## src/rtl/code_patch_pkg.sv

```systemverilog
// rtl/code_patch_pkg.sv - shared constants, FSM state and entry type for the code-patch register file
package code_patch_pkg;

  localparam logic [7:0] IDX_CTRL       = 8'h00;
  localparam logic [7:0] IDX_PEN        = 8'h01;
  localparam logic [7:0] IDX_NOPG       = 8'h02;
  localparam logic [7:0] IDX_TABLE_BASE = 8'h10;

  localparam int CTRL_PAT_GEN      = 0;
  localparam int CTRL_ADDR_OR_DATA = 1;
  localparam int CTRL_COMMIT       = 2;
  localparam int CTRL_LOCK         = 3;
  localparam int CTRL_DIRTY        = 15;

  localparam int PATCH_ADDR_WIDTH = 32;
  localparam int PATCH_DATA_WIDTH = 32;

  typedef enum logic {
    ST_IDLE = 1'b0,
    ST_RESP = 1'b1
  } wb_state_e;

  typedef struct packed {
    logic [PATCH_ADDR_WIDTH-1:0] addr;
    logic [PATCH_DATA_WIDTH-1:0] data;
  } patch_entry_t;

endpackage

```

## src/rtl/code_patch_regs_entry.sv

```systemverilog
// rtl/code_patch_regs_entry.sv - one shadow/active patch entry with per-word, per-lane writes
// Words 0..W-1 hold the address, W..2W-1 the data; bits beyond each field read 0.
module code_patch_regs_entry
  import code_patch_pkg::*;
#(
  parameter int ADDR_WIDTH  = 32,
  parameter int DATA_WIDTH  = 16,
  parameter int PDATA_WIDTH = 32,
  parameter int W           = 2
) (
  input  logic                    clk_i,
  input  logic                    rst_i,
  input  logic                    i_we,
  input  logic [7:0]              i_word,
  input  logic [DATA_WIDTH-1:0]   i_wdata,
  input  logic [DATA_WIDTH/8-1:0] i_sel,
  input  logic                    i_commit,
  output logic [DATA_WIDTH-1:0]   o_rdata,
  output logic [ADDR_WIDTH-1:0]   o_addr,
  output logic [PDATA_WIDTH-1:0]  o_data
);

  logic [ADDR_WIDTH-1:0]  r_sh_addr, r_act_addr;
  logic [PDATA_WIDTH-1:0] r_sh_data, r_act_data;

  always_ff @(posedge clk_i) begin
    if (rst_i) begin
      r_sh_addr  <= '0;
      r_sh_data  <= '0;
      r_act_addr <= '0;
      r_act_data <= '0;
    end else begin
      if (i_we) begin
        for (int b = 0; b < ADDR_WIDTH; b++)
          if (32'(i_word) == 32'(b / DATA_WIDTH) && i_sel[(b % DATA_WIDTH) / 8])
            r_sh_addr[b] <= i_wdata[b % DATA_WIDTH];
        for (int b = 0; b < PDATA_WIDTH; b++)
          if (32'(i_word) == 32'(W + b / DATA_WIDTH) && i_sel[(b % DATA_WIDTH) / 8])
            r_sh_data[b] <= i_wdata[b % DATA_WIDTH];
      end
      if (i_commit) begin
        r_act_addr <= r_sh_addr;
        r_act_data <= r_sh_data;
      end
    end
  end

  always_comb begin
    o_rdata = '0;
    for (int b = 0; b < ADDR_WIDTH; b++)
      if (32'(i_word) == 32'(b / DATA_WIDTH)) o_rdata[b % DATA_WIDTH] = r_sh_addr[b];
    for (int b = 0; b < PDATA_WIDTH; b++)
      if (32'(i_word) == 32'(W + b / DATA_WIDTH)) o_rdata[b % DATA_WIDTH] = r_sh_data[b];
  end

  assign o_addr = r_act_addr;
  assign o_data = r_act_data;

endmodule

```

## src/rtl/code_patch_regs.sv

```systemverilog
// rtl/code_patch_regs.sv - Wishbone register file with shadow/active code-patch table and atomic commit
// Optional feature: CODE_PATCH_REGS_LOCK_EN adds a sticky CTRL LOCK bit that rejects all writes.
module code_patch_regs
  import code_patch_pkg::*;
#(
  parameter int ADDR_WIDTH          = 32,
  parameter int DATA_WIDTH          = 16,
  parameter int NUM_REGS            = 2,
  parameter int SEL_WIDTH           = DATA_WIDTH / 8,
  parameter int SUB_REGS_DATA_WIDTH = (ADDR_WIDTH > DATA_WIDTH) ? ADDR_WIDTH : DATA_WIDTH
) (
  input  logic                                         clk_i,
  input  logic                                         rst_i,
  input  logic [DATA_WIDTH-1:0]                        wb_dat_i,
  input  logic [ADDR_WIDTH-1:0]                        wb_adr_i,
  input  logic                                         wb_cyc_i,
  input  logic                                         wb_stb_i,
  input  logic                                         wb_we_i,
  input  logic [SEL_WIDTH-1:0]                         wb_sel_i,
  output logic [DATA_WIDTH-1:0]                        wb_dat_o,
  output logic                                         wb_ack_o,
  output logic                                         wb_err_o,
  output logic                                         wb_stall_o,
  output logic                                         cfg_pat_gen_o,
  output logic                                         cfg_addr_or_data_o,
  output logic [NUM_REGS-1:0][ADDR_WIDTH-1:0]          ctl_pat_addr_o,
  output logic [NUM_REGS-1:0][SUB_REGS_DATA_WIDTH-1:0] ctl_pat_data_o,
  output logic [NUM_REGS-1:0]                          ctl_pat_pen_o,
  output logic [NUM_REGS-1:0]                          ctl_pat_nopg_o,
  output logic                                         commit_o
);

  localparam int W               = (SUB_REGS_DATA_WIDTH + DATA_WIDTH - 1) / DATA_WIDTH;
  localparam int WORDS_PER_ENTRY = 2 * W;
  localparam int TABLE_WORDS     = WORDS_PER_ENTRY * NUM_REGS;
  localparam int SEL_LSB         = $clog2(SEL_WIDTH);

  wb_state_e             r_state, w_next;
  logic [7:0]            w_idx, w_off, w_ent, w_word;
  logic                  w_req, w_is_ctrl, w_is_pen, w_is_nopg, w_is_table, w_is_shadow;
  logic                  w_lock, w_lock_err, w_err, w_wr, w_ctrl_wr, w_commit;
  logic [DATA_WIDTH-1:0] w_rdata, r_rdata;
  logic                  r_err, r_pat_gen, r_aod, r_dirty, r_commit;
  logic [NUM_REGS-1:0]   r_sh_pen, r_sh_nopg, r_pen, r_nopg, w_ent_we;
  logic [DATA_WIDTH-1:0] w_ent_rdata [NUM_REGS];
  logic                  w_unused_adr;

  assign w_unused_adr = &{1'b0, wb_adr_i};
  assign w_idx        = wb_adr_i[SEL_LSB +: 8];
  assign w_off        = w_idx - IDX_TABLE_BASE;
  assign w_ent        = w_off / 8'(WORDS_PER_ENTRY);
  assign w_word       = w_off % 8'(WORDS_PER_ENTRY);
  assign w_is_ctrl    = (w_idx == IDX_CTRL);
  assign w_is_pen     = (w_idx == IDX_PEN);
  assign w_is_nopg    = (w_idx == IDX_NOPG);
  assign w_is_table   = (w_idx >= IDX_TABLE_BASE) && (32'(w_off) < 32'(TABLE_WORDS));
  assign w_is_shadow  = w_is_pen | w_is_nopg | w_is_table;
  assign w_req        = (r_state == ST_IDLE) & wb_cyc_i & wb_stb_i;

`ifdef CODE_PATCH_REGS_LOCK_EN
  logic r_lock;
  always_ff @(posedge clk_i) begin
    if (rst_i)                                  r_lock <= 1'b0;
    else if (w_ctrl_wr && wb_dat_i[CTRL_LOCK])  r_lock <= 1'b1;
  end
  assign w_lock     = r_lock;
  assign w_lock_err = r_lock & wb_we_i;
`else
  assign w_lock     = 1'b0;
  assign w_lock_err = 1'b0;
`endif

  assign w_err     = ~(w_is_ctrl | w_is_shadow) | w_lock_err;
  assign w_wr      = w_req & wb_we_i & ~w_err;
  assign w_ctrl_wr = w_wr & w_is_ctrl & wb_sel_i[0];
  assign w_commit  = w_ctrl_wr & wb_dat_i[CTRL_COMMIT];

  always_comb begin
    for (int i = 0; i < NUM_REGS; i++)
      w_ent_we[i] = w_wr & w_is_table & (w_ent == 8'(i));
  end

  always_comb begin
    w_rdata = '0;
    if (w_is_ctrl) begin
      w_rdata[CTRL_PAT_GEN]      = r_pat_gen;
      w_rdata[CTRL_ADDR_OR_DATA] = r_aod;
      w_rdata[CTRL_LOCK]         = w_lock;
      w_rdata[CTRL_DIRTY]        = r_dirty;
    end else if (w_is_pen) begin
      for (int j = 0; j < NUM_REGS; j++)
        if (j < DATA_WIDTH) w_rdata[j] = r_sh_pen[j];
    end else if (w_is_nopg) begin
      for (int j = 0; j < NUM_REGS; j++)
        if (j < DATA_WIDTH) w_rdata[j] = r_sh_nopg[j];
    end else if (w_is_table) begin
      for (int i = 0; i < NUM_REGS; i++)
        if (w_ent == 8'(i)) w_rdata = w_ent_rdata[i];
    end
  end

  always_ff @(posedge clk_i) begin
    if (rst_i) r_state <= ST_IDLE;
    else       r_state <= w_next;
  end

  always_comb begin
    w_next = r_state;
    case (r_state)
      ST_IDLE: if (w_req) w_next = ST_RESP;
      ST_RESP: w_next = ST_IDLE;
      default: w_next = ST_IDLE;
    endcase
  end

  // Response is withdrawn if the master drops cyc or reset hits during RESP.
  always_comb begin
    wb_stall_o = (r_state == ST_RESP);
    wb_ack_o   = wb_stall_o & wb_cyc_i & ~rst_i & ~r_err;
    wb_err_o   = wb_stall_o & wb_cyc_i & ~rst_i &  r_err;
  end

  always_ff @(posedge clk_i) begin
    if (rst_i) begin
      r_rdata   <= '0;
      r_err     <= 1'b0;
      r_pat_gen <= 1'b0;
      r_aod     <= 1'b0;
      r_dirty   <= 1'b0;
      r_commit  <= 1'b0;
      r_sh_pen  <= '0;
      r_sh_nopg <= '0;
      r_pen     <= '0;
      r_nopg    <= '0;
    end else begin
      r_commit <= w_commit;
      if (w_req) begin
        r_rdata <= w_rdata;
        r_err   <= w_err;
      end
      if (w_ctrl_wr) begin
        r_pat_gen <= wb_dat_i[CTRL_PAT_GEN];
        r_aod     <= wb_dat_i[CTRL_ADDR_OR_DATA];
      end
      if (w_commit) begin
        r_pen   <= r_sh_pen;
        r_nopg  <= r_sh_nopg;
        r_dirty <= 1'b0;
      end else if (w_wr && w_is_shadow) begin
        r_dirty <= 1'b1;
      end
      for (int j = 0; j < NUM_REGS; j++) begin
        if (j < DATA_WIDTH && wb_sel_i[j / 8]) begin
          if (w_wr && w_is_pen)  r_sh_pen[j]  <= wb_dat_i[j];
          if (w_wr && w_is_nopg) r_sh_nopg[j] <= wb_dat_i[j];
        end
      end
    end
  end

  for (genvar i = 0; i < NUM_REGS; i++) begin : g_entry
    code_patch_regs_entry #(
      .ADDR_WIDTH (ADDR_WIDTH),
      .DATA_WIDTH (DATA_WIDTH),
      .PDATA_WIDTH(SUB_REGS_DATA_WIDTH),
      .W          (W)
    ) u_entry (
      .clk_i   (clk_i),
      .rst_i   (rst_i),
      .i_we    (w_ent_we[i]),
      .i_word  (w_word),
      .i_wdata (wb_dat_i),
      .i_sel   (wb_sel_i),
      .i_commit(w_commit),
      .o_rdata (w_ent_rdata[i]),
      .o_addr  (ctl_pat_addr_o[i]),
      .o_data  (ctl_pat_data_o[i])
    );
  end

  assign wb_dat_o           = r_rdata;
  assign cfg_pat_gen_o      = r_pat_gen;
  assign cfg_addr_or_data_o = r_aod;
  assign ctl_pat_pen_o      = r_pen;
  assign ctl_pat_nopg_o     = r_nopg;
  assign commit_o           = r_commit;

endmodule

```

## config.mk

```make
export PLATFORM = sky130hd
export DESIGN_NAME = code_patch_regs
export DESIGN_NICKNAME = d
export VERILOG_FILES = /design/src/rtl/code_patch_pkg.sv /design/src/rtl/code_patch_regs_entry.sv /design/src/rtl/code_patch_regs.sv
export SDC_FILE = /design/constraint.sdc
export NUM_CORES = 1
export LEC_CHECK = 0
export BUFFER_PORTS_ARGS = -buffer_cell sky130_fd_sc_hd__buf_4
export CAP_MARGIN = 30
export CORE_MARGIN = 8
export CORE_UTILIZATION = 45
export DETAILED_ROUTE_END_ITERATION = 16
export HOLD_SLACK_MARGIN = 0.02
export PLACE_DENSITY = 0.67
export SYNTH_ARGS = -nofsm -noshare
export SYNTH_HDL_FRONTEND = slang
export SYNTH_SLANG_ARGS = --single-unit
```

## constraint.sdc

```tcl
create_clock -name clk_i -period 5.4 [get_ports clk_i]
set_input_delay 1.08 -clock clk_i [delete_from_list [all_inputs] [get_ports clk_i]]
set_output_delay 1.08 -clock clk_i [all_outputs]
set_load 0.02 [all_outputs]
```

==> flow_summary.yaml <==
worst_hold_path:
  holdPathEnd: "g_entry[0].u_entry.o_addr[19]$_SDFFE_PP0P_"
  min_path_cells: 2
  min_path_type: "reg2reg"
  min_from: "g_entry[0].u_entry.o_addr[19]$_SDFFE_PP0P_"
die:
  rows: 58
  die_area_mm2: 0.0304
  coreArea_mm2: 0.0249
  start_util: 0.453
  dieHeight_um: 174
  fp.dieW_um: 174
  io_pins: 209
job:
  maxCapViolations: 0
global_routing:
  antenna_found_initial: 0
  gr-total-overflow: 0
  grt_pass1_wl_um: 51400
  grt_usage: 0.208
  grt_pass1_vias: 9006
  grt_max_degree: 121
synth:
  synthCells: 1295
  synth_seq_area_share: 0.508
  synth_nets: 1350
  avgSynthCellArea_um2: 8.71
  netlist_area_mm2: 0.0113
  yosys.cell_types.count: 40
  ys_warn_count: 0
  ys_seq_elements: 286
final_layout:
  fillers: 2307
  antenna_cells: 0
  area_growth_pct: 21.1
  final_common_cell: "nand2_1"
  final_cell_mix: "416 x nand2_1, 286 x dfxtp_1, 200 x a21oi_1"
  drive_above_1_share: 0.201
  nets: 1471
  stdcell_count: 1765
  layout.area.seq_mm2: 0.00573
  multi_input_area_mm2: 0.00504
detailed_routing:
  wl_um: 32800
  wl_met2_um: 15500
  firstDrtPassIters: 5
  drt_iter0_drc: 810
  routed_via_density: 5.29
  wl_met3_um: 2240
  top_layer: "met4"
  vias: 9333
  wl_per_cell_um: 18.6
  ant_nets: 0
  met1Wirelength_um: 14400
  drc: 0
sta:
  period_share: 0.598
  slew-limit-headroom: 0.354
  fin_hold_ws_ps: 448
  worstMarginPinSlew_ps: 969
  setup_viol: 0
  rsz0062_at_grt: "no"
  setup_tns_ps: 0
  hold_viol_final: 0
  fin_crit_ps: 3230
  max_freq_mhz: 310
  maxSlewViolCount: 0
  clock_skew_ps: 7.27
cts:
  cts_hold_buf: 0
  clock-root-buffer: "clkbuf_16"
  cts_buffers: 29
  cts_resized: 0
  clock_path_buffers: 3
  clkTransAtPathRegs_ps: 60
  cts_tree: "built"
  clk_latency_ps: 540
  cts_htree_levels: 1
  cts_setup_buffers: 0
  clock_sinks: 286
critical_path:
  reg2regPathDepth: 5
  slowest_delay_ps: 790
  crit_required_ps: 5850
  critPathBufInv: 2
  critPathLaunchType: "primary input"
  crit_chain: "buf_4 > nor2_2 > and3_1 > and4_4 > buf_4 > nand2_1 > a21oi_1"
  path_delay_family: "simple AND/OR/NAND/NOR gates"
  critical_path_arrival_ps: 3680
  cp_slowest_cell: "and4_4"
  reg2reg_slack_ps: 2680
  reg2reg_from: "wb_stall_o$_SDFF_PP0_"
  crit_fanout: 68
  cpMostUsedCell: "buf_4"
  crit_type: "in2reg"
  setup.worst_path.end_class: "flip-flop"
  reg2reg_to: "g_entry[1].u_entry.r_sh_data[5]$_SDFFE_PP0P_"
placement:
  place_inst: 1715
  dpl.hpwl_um: 22600
  portBuffers: 184
  place.gp.congestion: 0.854
run_status:
  status: "finished clean"
pwr:
  pwr_density_cell_mw_per_mm2: 310
  power.total_mw: 4.24
  ir_drop_mv: 0.195
  p_leak_nw: 5.15
final cells by class:
type	count	share of cell area
Multi-Input combinational cell	896	0.369
Clock buffer	41	0.0623
Clock inverter	9	0.00724
Timing Repair Buffer	195	0.110
Tap cell	330	0.0302
Inverter	8	0.00220
Sequential cell	286	0.419
registers in the layout, summed over array words and instances (netlist names):
register	flops
cfg_addr_or_data_o	1
cfg_pat_gen_o	1
commit_o	1
ctl_pat_nopg_o	2
ctl_pat_pen_o	2
g_entry.u_entry.o_addr	64
g_entry.u_entry.o_data	64
g_entry.u_entry.r_sh_addr	64
g_entry.u_entry.r_sh_data	64
r_dirty	1
r_err	1
r_sh_nopg	2
r_sh_pen	2
wb_dat_o	16
wb_stall_o	1
routing by layer:
layer	track usage	vias up
met2	0.342	275
met3	0.0414	39
li1	-	4569
met1	0.275	4450
met4	0.0513	0
met5	0	-
worst min-delay path: stages (launching register included):
cell	delay [ps]
dfxtp_1	310
nand2_1	50
a21oi_1	50
worst max path at each step:
stage,startpoint,to,depth (start not counted)
after floorplan,rst_i,wb_err_o,3
after global placement,wb_adr_i[1],g_entry[1].u_entry.o_data[31]$_SDFFE_PP0P_,7
after detailed placement,wb_adr_i[1],ctl_pat_pen_o[0]$_SDFFE_PP0P_,7
after CTS,wb_adr_i[1],ctl_pat_pen_o[0]$_SDFFE_PP0P_,7
after global routing,wb_adr_i[1],g_entry[1].u_entry.o_addr[2]$_SDFFE_PP0P_,7
final,wb_adr_i[1],ctl_pat_pen_o[0]$_SDFFE_PP0P_,7
kinds of logic after synthesis:
family	after synthesis	share of synthesized area
AND/OR/NAND/NOR	550	0.206
flip-flops	286	0.508
AO/OA/AOI/OAI	228	0.105
multiplexers	118	0.136
buffers and inverters	113	0.0458
cells in the mapped netlist:
library cell	number	share of area
a2111oi_0	2	0.0016
a21oi_1	200	0.089
a221oi_1	2	0.0016
and2_1	1	0.00055
and3_1	3	0.0017
and4_1	1	0.00078
and4b_1	3	0.0027
buf_1	3	0.0010
buf_2	29	0.013
buf_4	5	0.0033
buf_6	5	0.0050
clkbuf_1	63	0.021
dfxtp_1	286	0.51
inv_1	8	0.0027
mux2i_1	90	0.080
mux4_2	28	0.056
nand2_1	416	0.14
nand2b_1	4	0.0022
nand3_1	4	0.0018
nand3_2	1	0.00089
nand4_1	3	0.0017
nand4_2	2	0.0022
nor2_1	78	0.026
nor2_2	1	0.00055
nor2b_1	2	0.0011
nor3_1	6	0.0027
nor3_2	4	0.0035
nor3_4	4	0.0058
nor3b_1	1	0.00067
nor4_1	2	0.0011
nor4_2	2	0.0022
nor4_4	2	0.0038
o21ai_0	16	0.0071
o221ai_1	4	0.0031
o22ai_1	1	0.00055
o2bb2ai_1	2	0.0016
o31ai_1	1	0.00067
or2_2	3	0.0017
or3_1	4	0.0022
or4_1	3	0.0020
power breakdown:
part           total (mW)  switching (mW)  internal, mW  leakage, nW
Sequential           2.11        0.000880          2.11         2.30
Clock                1.99           0.812          1.18        0.475
Combinational       0.134          0.0976        0.0369         2.37
Total                4.24           0.910          3.33         5.15
stage by stage:
step | setup slack (ps) | utilization | area, um2
floorplan | 2360 | - | 11300
global placement | 1290 | 0.510 | 12700
detailed placement | 1630 | 0.511 | 12700
CTS | 2180 | 0.549 | 13700
global route | 1970 | 0.549 | 13700
finish | 2170 | 0.549 | 13700
(Power assumes the default switching activity.)
